`config.mk`:
```
export PLATFORM = sky130hd
export DESIGN_NAME = sap_memory_unit
export DESIGN_NICKNAME = d
export VERILOG_FILES = /design/src/rtl/sap_pkg.sv /design/src/rtl/sap_rising_edge.sv /design/src/rtl/sap_memory_unit.sv
export SDC_FILE = /design/constraint.sdc
export NUM_CORES = 1
export LEC_CHECK = 0
export CAP_MARGIN = 20
export CORE_MARGIN = 2
export CORE_UTILIZATION = 45
export CTS_CLUSTER_SIZE = 16
export DETAILED_ROUTE_END_ITERATION = 10
export PLACE_DENSITY_LB_ADDON = 0.3
export SETUP_SLACK_MARGIN = 0.4
export SLEW_MARGIN = 15
export SYNTH_ARGS = -nofsm -noshare
export SYNTH_HDL_FRONTEND = slang
export SYNTH_HIERARCHICAL = 1
export SYNTH_SLANG_ARGS = --single-unit
```
`constraint.sdc`:
```
create_clock -name clk -period 2.2 [get_ports clk]
set_input_delay 0.22 -clock clk [delete_from_list [all_inputs] [get_ports clk]]
set_output_delay 0.22 -clock clk [all_outputs]
set_load 0.005 [all_outputs]
```
`src/rtl/sap_pkg.sv`:
```
// Shared SAP constants and the memory-clear FSM state encoding.
package sap_pkg;

  localparam int SAP_ADDR_WIDTH = 4;
  localparam int SAP_DATA_WIDTH = 8;

  typedef enum logic {
    MEM_IDLE  = 1'b0,
    MEM_CLEAR = 1'b1
  } mem_state_e;

endpackage

```
`src/rtl/sap_rising_edge.sv`:
```
// One-shot pulse on the rising edge of a level input. The input history is
// registered; the pulse is high for the single cycle where the input is 1
// and the registered copy is still 0.
module sap_rising_edge (
  input  logic clk,
  input  logic rst,
  input  logic din,
  output logic pulse
);

  logic din_q;
  logic din_d;

  // History register tracks the input every cycle, whatever the mode.
  always_comb din_d = din;

  // Async reset clears history so a button held through reset fires once.
  always_ff @(posedge clk or posedge rst) begin
    if (rst) din_q <= 1'b0;
    else     din_q <= din_d;
  end

  assign pulse = din & ~din_q;

endmodule

```
`src/rtl/sap_memory_unit.sv`:
```
// SAP RAM subsystem: MAR, program/run address mux, RAM array, single-shot
// manual write and a hardware clear sweep that zeroes every word.
module sap_memory_unit
  import sap_pkg::*;
#(
  parameter int ADDR_WIDTH = SAP_ADDR_WIDTH,
  parameter int DATA_WIDTH = SAP_DATA_WIDTH
) (
  input  logic                  clk,
  input  logic                  reset,
  input  logic                  prog_mode,
  input  logic [ADDR_WIDTH-1:0] prog_addr,
  input  logic [DATA_WIDTH-1:0] prog_data,
  input  logic                  prog_write,
  input  logic [DATA_WIDTH-1:0] bus_in,
  input  logic                  mar_load,
  input  logic                  ram_load,
  input  logic                  ram_out,
  input  logic                  clear_req,
  output logic [DATA_WIDTH-1:0] bus_out,
  output logic                  bus_oe,
  output logic [ADDR_WIDTH-1:0] mar_q,
  output logic                  busy
);

  localparam int DEPTH = 2 ** ADDR_WIDTH;

  // MAR is loaded from the bus, so the bus must be at least as wide.
  if (DATA_WIDTH < ADDR_WIDTH) begin : g_width_check
    $error("sap_memory_unit: DATA_WIDTH must be >= ADDR_WIDTH");
  end

  mem_state_e            state_q, state_d;
  logic [ADDR_WIDTH-1:0] ptr_q, ptr_d;
  logic [ADDR_WIDTH-1:0] mar_d;
  logic [DATA_WIDTH-1:0] mem [DEPTH];

  logic                  prog_pulse;
  logic                  run_en;
  logic [ADDR_WIDTH-1:0] eff_addr;
  logic                  we;
  logic [ADDR_WIDTH-1:0] waddr;
  logic [DATA_WIDTH-1:0] wdata;

  sap_rising_edge u_prog_edge (
    .clk   (clk),
    .rst   (reset),
    .din   (prog_write),
    .pulse (prog_pulse)
  );

  assign busy     = (state_q == MEM_CLEAR);
  assign run_en   = ~prog_mode & ~busy;
  assign eff_addr = prog_mode ? prog_addr : mar_q;

  // Output enable is also forced low while reset is held.
  assign bus_oe  = ram_out & ~prog_mode & ~busy & ~reset;
  assign bus_out = bus_oe ? mem[eff_addr] : '0;

  // Clear sweep: one word per cycle, leaves after writing the last address.
  always_comb begin
    state_d = state_q;
    ptr_d   = ptr_q;
    unique case (state_q)
      MEM_IDLE: begin
        if (clear_req) begin
          state_d = MEM_CLEAR;
          ptr_d   = '0;
        end
      end
      MEM_CLEAR: begin
        ptr_d = ptr_q + ADDR_WIDTH'(1);
        if (ptr_q == '1) state_d = MEM_IDLE;
      end
      default: state_d = MEM_IDLE;
    endcase
  end

  // MAR loads only in run mode outside a sweep; upper bus bits are dropped.
  always_comb begin
    mar_d = mar_q;
    if (run_en && mar_load) mar_d = bus_in[ADDR_WIDTH-1:0];
  end

  // Single write port arbitration: sweep, then manual write, then run write.
  // Run write uses the pre-update MAR when mar_load is also asserted.
  always_comb begin
    we    = 1'b0;
    waddr = '0;
    wdata = '0;
    if (busy) begin
      we    = 1'b1;
      waddr = ptr_q;
    end else if (prog_mode && prog_pulse) begin
      we    = 1'b1;
      waddr = prog_addr;
      wdata = prog_data;
    end else if (!prog_mode && ram_load) begin
      we    = 1'b1;
      waddr = mar_q;
      wdata = bus_in;
    end
  end

  // Control state with async reset.
  always_ff @(posedge clk or posedge reset) begin
    if (reset) begin
      state_q <= MEM_IDLE;
      ptr_q   <= '0;
      mar_q   <= '0;
    end else begin
      state_q <= state_d;
      ptr_q   <= ptr_d;
      mar_q   <= mar_d;
    end
  end

  // RAM array holds its contents across reset; writes are blocked while held.
  always_ff @(posedge clk) begin
    if (we && !reset) mem[waddr] <= wdata;
  end

endmodule

```
### Word-level counts from Yosys, hierarchy flattened

Memory sizes are Yosys's and may differ from the RTL's.
Index checks and enable logic that the tools add are counted.
W data, S select, Z words.

| word-level totals | value |
|---|---|
| RAM bits | 128 |
| input port bits | 28 |
| register bits | 10 |
| output and inout port bits | 14 |
| memories | 1 |

| cells by class | value |
|---|---|
| bitwise operators | 9 |
| reductions and logical operators | 6 |
| add/subtract/negate cells | 1 |
| equality and inequality tests | 2 |
| mux-type cells | 18 |

Memories:

| memory | words | bits a word | rd ports | clocked after memory_dff | write ports | RTL line | text |
|---|---|---|---|---|---|---|---|
| mem | 16 | 8 | 1 | 0 | 1 | sap_memory_unit.sv:36 | `logic [DATA_WIDTH-1:0] mem [DEPTH];` |

Operator list:

| kind | number |
|---|---|
| $mux W8 | 4 |
| $mux W4 | 5 |
| $pmux W4 S2 | 1 |
| $mux W1 | 7 |
| $and A1 B1 Y1 | 5 |
| $add A4 B1 Y4 const B | 1 |
| $eq A4 B4 Y1 const B | 1 |
| $logic_and A1 B1 Y1 | 4 |
| $not A1 Y1 | 4 |
| $logic_not A1 Y1 | 2 |
| $ne A2 B2 Y1 const B | 1 |
| $pmux W1 S2 | 1 |

### Depth between registers and ports, before layout

| depth | value |
|---|---|
| word-level depth | 8 |
| depth in mapped cells | 9 |
| gate-level depth less buffers | 6 |

### Hierarchy

Netlist, hierarchy kept.

Modules (own cells, without submodules):

| module | area an instance (sq um) | sequential area each (sq um) | cells an instance | instances |
|---|---|---|---|---|
| sap_memory_unit | 5911.9 | 4068.9 | 421 | 1 |
| sap_rising_edge | 42.5 | 25.0 | 3 | 1 |

### Worst setup path before layout

OpenSTA, ideal clock, no wires.

| timing | value |
|---|---|
| path kind | register to register |
| start | register u_prog_edge.din_q |
| end | memory mem[6][0] (netlist bit), enable pin |
| slack | -30 ps |
| library setup time | 380 ps |
| cell stages (with the launch flop) | 8 |
| arrival | 1851 ps |
| cells stage by stage | dfrtp_1 -> nor2b_4 -> and2_4 -> buf_2 -> a221oi_1 -> nor2_1 -> or2_1 -> nor4_2 |

| between the ends | value |
|---|---|
| cells in the longest elaborated chain, start to end | 8 |
| elaborated cells between the ends (all ways) | 10 |

Ends and longest elaborated chain:

| what | RTL line | text |
|---|---|---|
| from (decl) | sap_rising_edge.sv:11 | `logic din_q;` |
| from (signal assigned) | sap_rising_edge.sv:20 | `else din_q <= din_d;` |
| $not A1 Y1 (*) | sap_rising_edge.sv:23 | `assign pulse = din & ~din_q;` |
| $and A1 B1 Y1 (*) | sap_rising_edge.sv:23 |  |
| net prog_pulse | sap_memory_unit.sv:38 | `logic prog_pulse;` |
| $logic_and A1 B1 Y1 (*) | sap_memory_unit.sv:94 | `end else if (prog_mode && prog_pulse) begin` |
| $mux W1 | sap_memory_unit.sv:94 |  |
| $mux W1 | sap_memory_unit.sv:91 | `if (busy) begin` |
| $logic_and A1 B1 Y1 | sap_memory_unit.sv:120 | `if (we && !reset) mem[waddr] <= wdata;` |
| $mux W1 | sap_memory_unit.sv:120 |  |
| $mux W1 (not written as such) | sap_memory_unit.sv:120 |  |
| to (decl) | sap_memory_unit.sv:36 |  |

Mark *: on every way through the listed nets, which the timed path passes. The rest lies on a longest branch.

### Worst setup path in the final report

| timing | value |
|---|---|
| start | register mar_q[0] |
| end | output bus_out[5] |

| between the ends | value |
|---|---|
| cells in the longest elaborated chain, start to end | 3 |

Ends and longest elaborated chain:

| what | RTL line | text |
|---|---|---|
| from (decl) | sap_memory_unit.sv:22 | `output logic [ADDR_WIDTH-1:0] mar_q,` |
| from (signal assigned) | sap_memory_unit.sv:114 | `mar_q <= mar_d;` |
| $mux W4 | sap_memory_unit.sv:54 | `assign eff_addr = prog_mode ? prog_addr : mar_q;` |
| $mem_v2 Z16 W8 | -- |  |
| $mux W8 | sap_memory_unit.sv:58 | `assign bus_out = bus_oe ? mem[eff_addr] : '0;` |
| to (decl) | sap_memory_unit.sv:20 | `output logic [DATA_WIDTH-1:0] bus_out,` |

Every way passes these cells.

==> metrics.csv <==
stage,metric,value,unit
synth,ys.warnings.count,6,
cells_and_area,multi_input_area,0.00214,mm^2
placed_design,placed_cells,702,
cells_and_area,drive_gt1_share,41.8,%
cells_and_area,final_cells,770,
power_and_ir_drop,power.total,10.2,mW
route,drtAntennaViolNets,0,
grt,first_global_vias,4352,
run,drv_cap,0,
route,via_count,4335,
synth,synthTopCellsByArea,"edfxtp_1 (65%), nand2_1 (4.8%), dfrtp_1 (4.2%)",
power_and_ir_drop,power_leakage,3.30,nW
timing,final-setup-viol-count,104,
power_and_ir_drop,p_comb_share,35.6,%
timing,period_needed,2.60,ns
grt,grtUsageTotal,23.0,%
cts,insertion_delay,0.42,ns
synth,syn_avg_cell_area,14.0,um^2
placed_design,gp_congestion,0.867,
power_and_ir_drop,p_clk_share,30.5,%
cts,cts_tree,built,
die,fp.dieW,119,um
critical_path,worstSetupPathType,reg2out,
synth,ys_types,45,
status,violations,setup timing,
timing,drv_slew,0,
die,start_util,45.5,%
grt,grt_pass1_wl,23.8,mm
synth,synth_edf_count,128,
synth,synth_most_common_cell,edfxtp_1,
placed_design,postPlaceCellArea,0.00736,mm^2
power_and_ir_drop,power_density,1170,mW/mm^2
synth,ys_seq_area_share,68.8,%
synth,ys_ff_latch,138,
timing,max_freq,385,MHz
route,drt_first_pass_iters,5,
cells_and_area,num-nets-final,610,
power_and_ir_drop,switchingPower,3.12,mW
cells_and_area,fillers,861,
cts,cts_hold_buf,0,
cells_and_area,area_growth,47.4,%
placed_design,portBuffers,41,
synth,async_flop_share,7.25,%
critical_path,start_kind,flop,
grt,grt_overflow_total,0,
synth,synth_flop_cell,edfxtp_1,
cells_and_area,final_area,0.00878,mm^2
timing,tightestPinTransition,0.535,ns
cts,clockBufferDepth,2,
grt,antenna_found_initial,0,
cts,htree_levels,4,
die,die_y,119,um
timing,maxSlewHeadroom,64.3,%
route,drt_iter0_drc,392,
timing,layout_setup_ws,-0.396,ns
cells_and_area,regArea,0.00410,mm^2
timing,hold_viol_final,0,
synth,syn-cell-area,0.00595,mm^2
synth,synth_top_area_share,64.6,%
timing,finalCritPeriodShare,118,%
critical_path,required,1.98,ns
route,wire_per_inst,21.4,um
timing,rsz0062_at_grt,true,
grt,grt_max_degree,17,
timing,finClkSkew,0.00649,ns
die,die_area,0.0142,mm^2
power_and_ir_drop,p_seq_share,33.9,%
synth,syn_nets,453,
power_and_ir_drop,ir_drop,0.690,mV
synth,synthTopCellsByCount,"edfxtp_1 (128), nand2_1 (76), nand3_1 (43)",
power_and_ir_drop,p_sw_share,30.4,%
synth,syn_inst,424,
status,outcome,"complete, but fails checks",
power_and_ir_drop,internal-power,7.12,mW
die,ios,42,
die,core-area,0.0131,mm^2
route,drcViolationCount,0,
critical_path,cp.arrival,2.38,ns
cts,cts_buffers,17,
cts,cts_root_buf,clkbuf_16,
critical_path,crit_fanout,6,
route,drt_wl_total,16.4,mm
min_path,holdCritPathClass,in2async,
die,fp-row-count,42,
critical_path,cp-end-kind,output port,
route,routed_via_density,5.63,
placed_design,hpwlAfterDp,10.3,mm
cells_and_area,diodes,0,
cts,cts_sinks,138,
cts,clkTransAtPathRegs,0.06,ns
synth,yosysTopAreaCell,edfxtp_1,
==> power groups by stage <==
stage                     sequential [mW]  combinational (mW)  clock (mW)
after floorplan                      3.44                1.44           0
after global placement               3.48                2.59           0
after detailed placement             3.50                2.64           0
after CTS                            3.46                3.31        3.15
after global routing                 3.50                3.84        3.27
final                                3.47                3.64        3.12
==> critical path, stage by stage (launching register included) <==
cell and delay, ns:
dfrtp_2 0.43, mux2_4 0.35, buf_6 0.15, buf_6 0.13, mux2i_1 0.12, a221oi_2 0.35
buf_4 0.18, o21ai_1 0.05, nand3_1 0.08, buf_2 0.11
==> state kept, by name, summed over array words and instances (netlist names) <==
| signal | cells |
|---|---|
| busy | 1 |
| u_prog_edge/din_q | 1 |
| ptr_q | 4 |
| mar_q | 4 |
| mem | 128 |
==> per-layer routing <==
layer | GRT usage, % | wire (um) | vias up
li1 | - | - | 1936
met5 | 0 | 0 | -
met4 | 9.30 | 478 | 0
met1 | 28.4 | 6290 | 2162
met3 | 6.75 | 1200 | 36
met2 | 38.2 | 8480 | 201
==> kinds of logic after synthesis <==
group	share of synthesized area, %
AND/OR/NAND/NOR	12.5
flip-flops	68.8
multiplexers	7.92
buffers and inverters	2.94
adder cells (fa/ha/maj)	0.210
AO/OA/AOI/OAI	7.65
==> timing repair <==
| action | CTS | global route |
|---|---|---|
| cloned | 1 | 0 |
| setup buffers | 28 | 7 |
| resized for setup | 114 | 37 |
| setup endpoints to repair | 155 | 157 |
| pin swaps | 38 | 23 |
==> final timing paths <==
kind | slack [ns] | to | from | cells past startpoint
hold / removal | 0.15 | u_prog_edge/din_q | reset | 3
max in group asynchronous | 1.64 | busy | reset | 4
setup reg to reg | -0.34 | mem[4][1] | mar_q[0] | 11
setup / recovery | -0.40 | bus_out[5] | mar_q[0] | 9
hold reg to reg | 0.52 | busy | ptr_q[3] | 1
min in group clk | 0.30 | u_prog_edge/din_q | prog_write | 1
==> per-stage QoR <==
step           setup TNS (ns)  util [%]  setup WS [ns]  hold WS (ns)
3_3_place_gp           -75.38      56.2         -0.900         0.503
5_1_grt                -24.43      67.1         -0.448         0.135
2_1_floorplan               0         -          0.168       -0.0513
6_report               -21.64      67.1         -0.396         0.146
4_1_cts                 -3.34      65.4         -0.414         0.134
3_5_place_dp           -82.69      56.2         -0.952         0.508
==> area by class of cell <==
cell class              count  area share (%)
repair buffers            160            18.8
clock inverters            14            2.49
clock buffers              18            4.89
flip-flops and latches    138            46.7
well taps                 176            2.51
multi-input cells         258            24.3
inverters                   6           0.257
==> placed cells by master, fill, tap and decap left out, types with 5 or more instances in the layout <==
cell | netlist | routed
clkbuf_16 | 0 | 17
o21ai_0 | 6 | 5
bufinv_16 | 0 | 5
clkdlybuf4s50_1 | 0 | 29
inv_1 | 6 | 6
nand3_2 | 0 | 6
mux2i_1 | 24 | 17
dfrtp_1 | 10 | 6
edfxtp_1 | 128 | 128
o32ai_2 | 2 | 5
nor2_1 | 26 | 11
buf_4 | 1 | 66
nand3_1 | 43 | 37
o21ai_1 | 5 | 5
buf_6 | 5 | 33
nand2_1 | 76 | 74
buf_2 | 10 | 8
mux4_2 | 6 | 6
buf_12 | 1 | 19
a221oi_2 | 4 | 6
a21oi_1 | 10 | 5
nor2_4 | 0 | 13
mux2i_2 | 1 | 5
a22oi_1 | 8 | 7
Note: power is estimated with default switching activity, not from simulation.
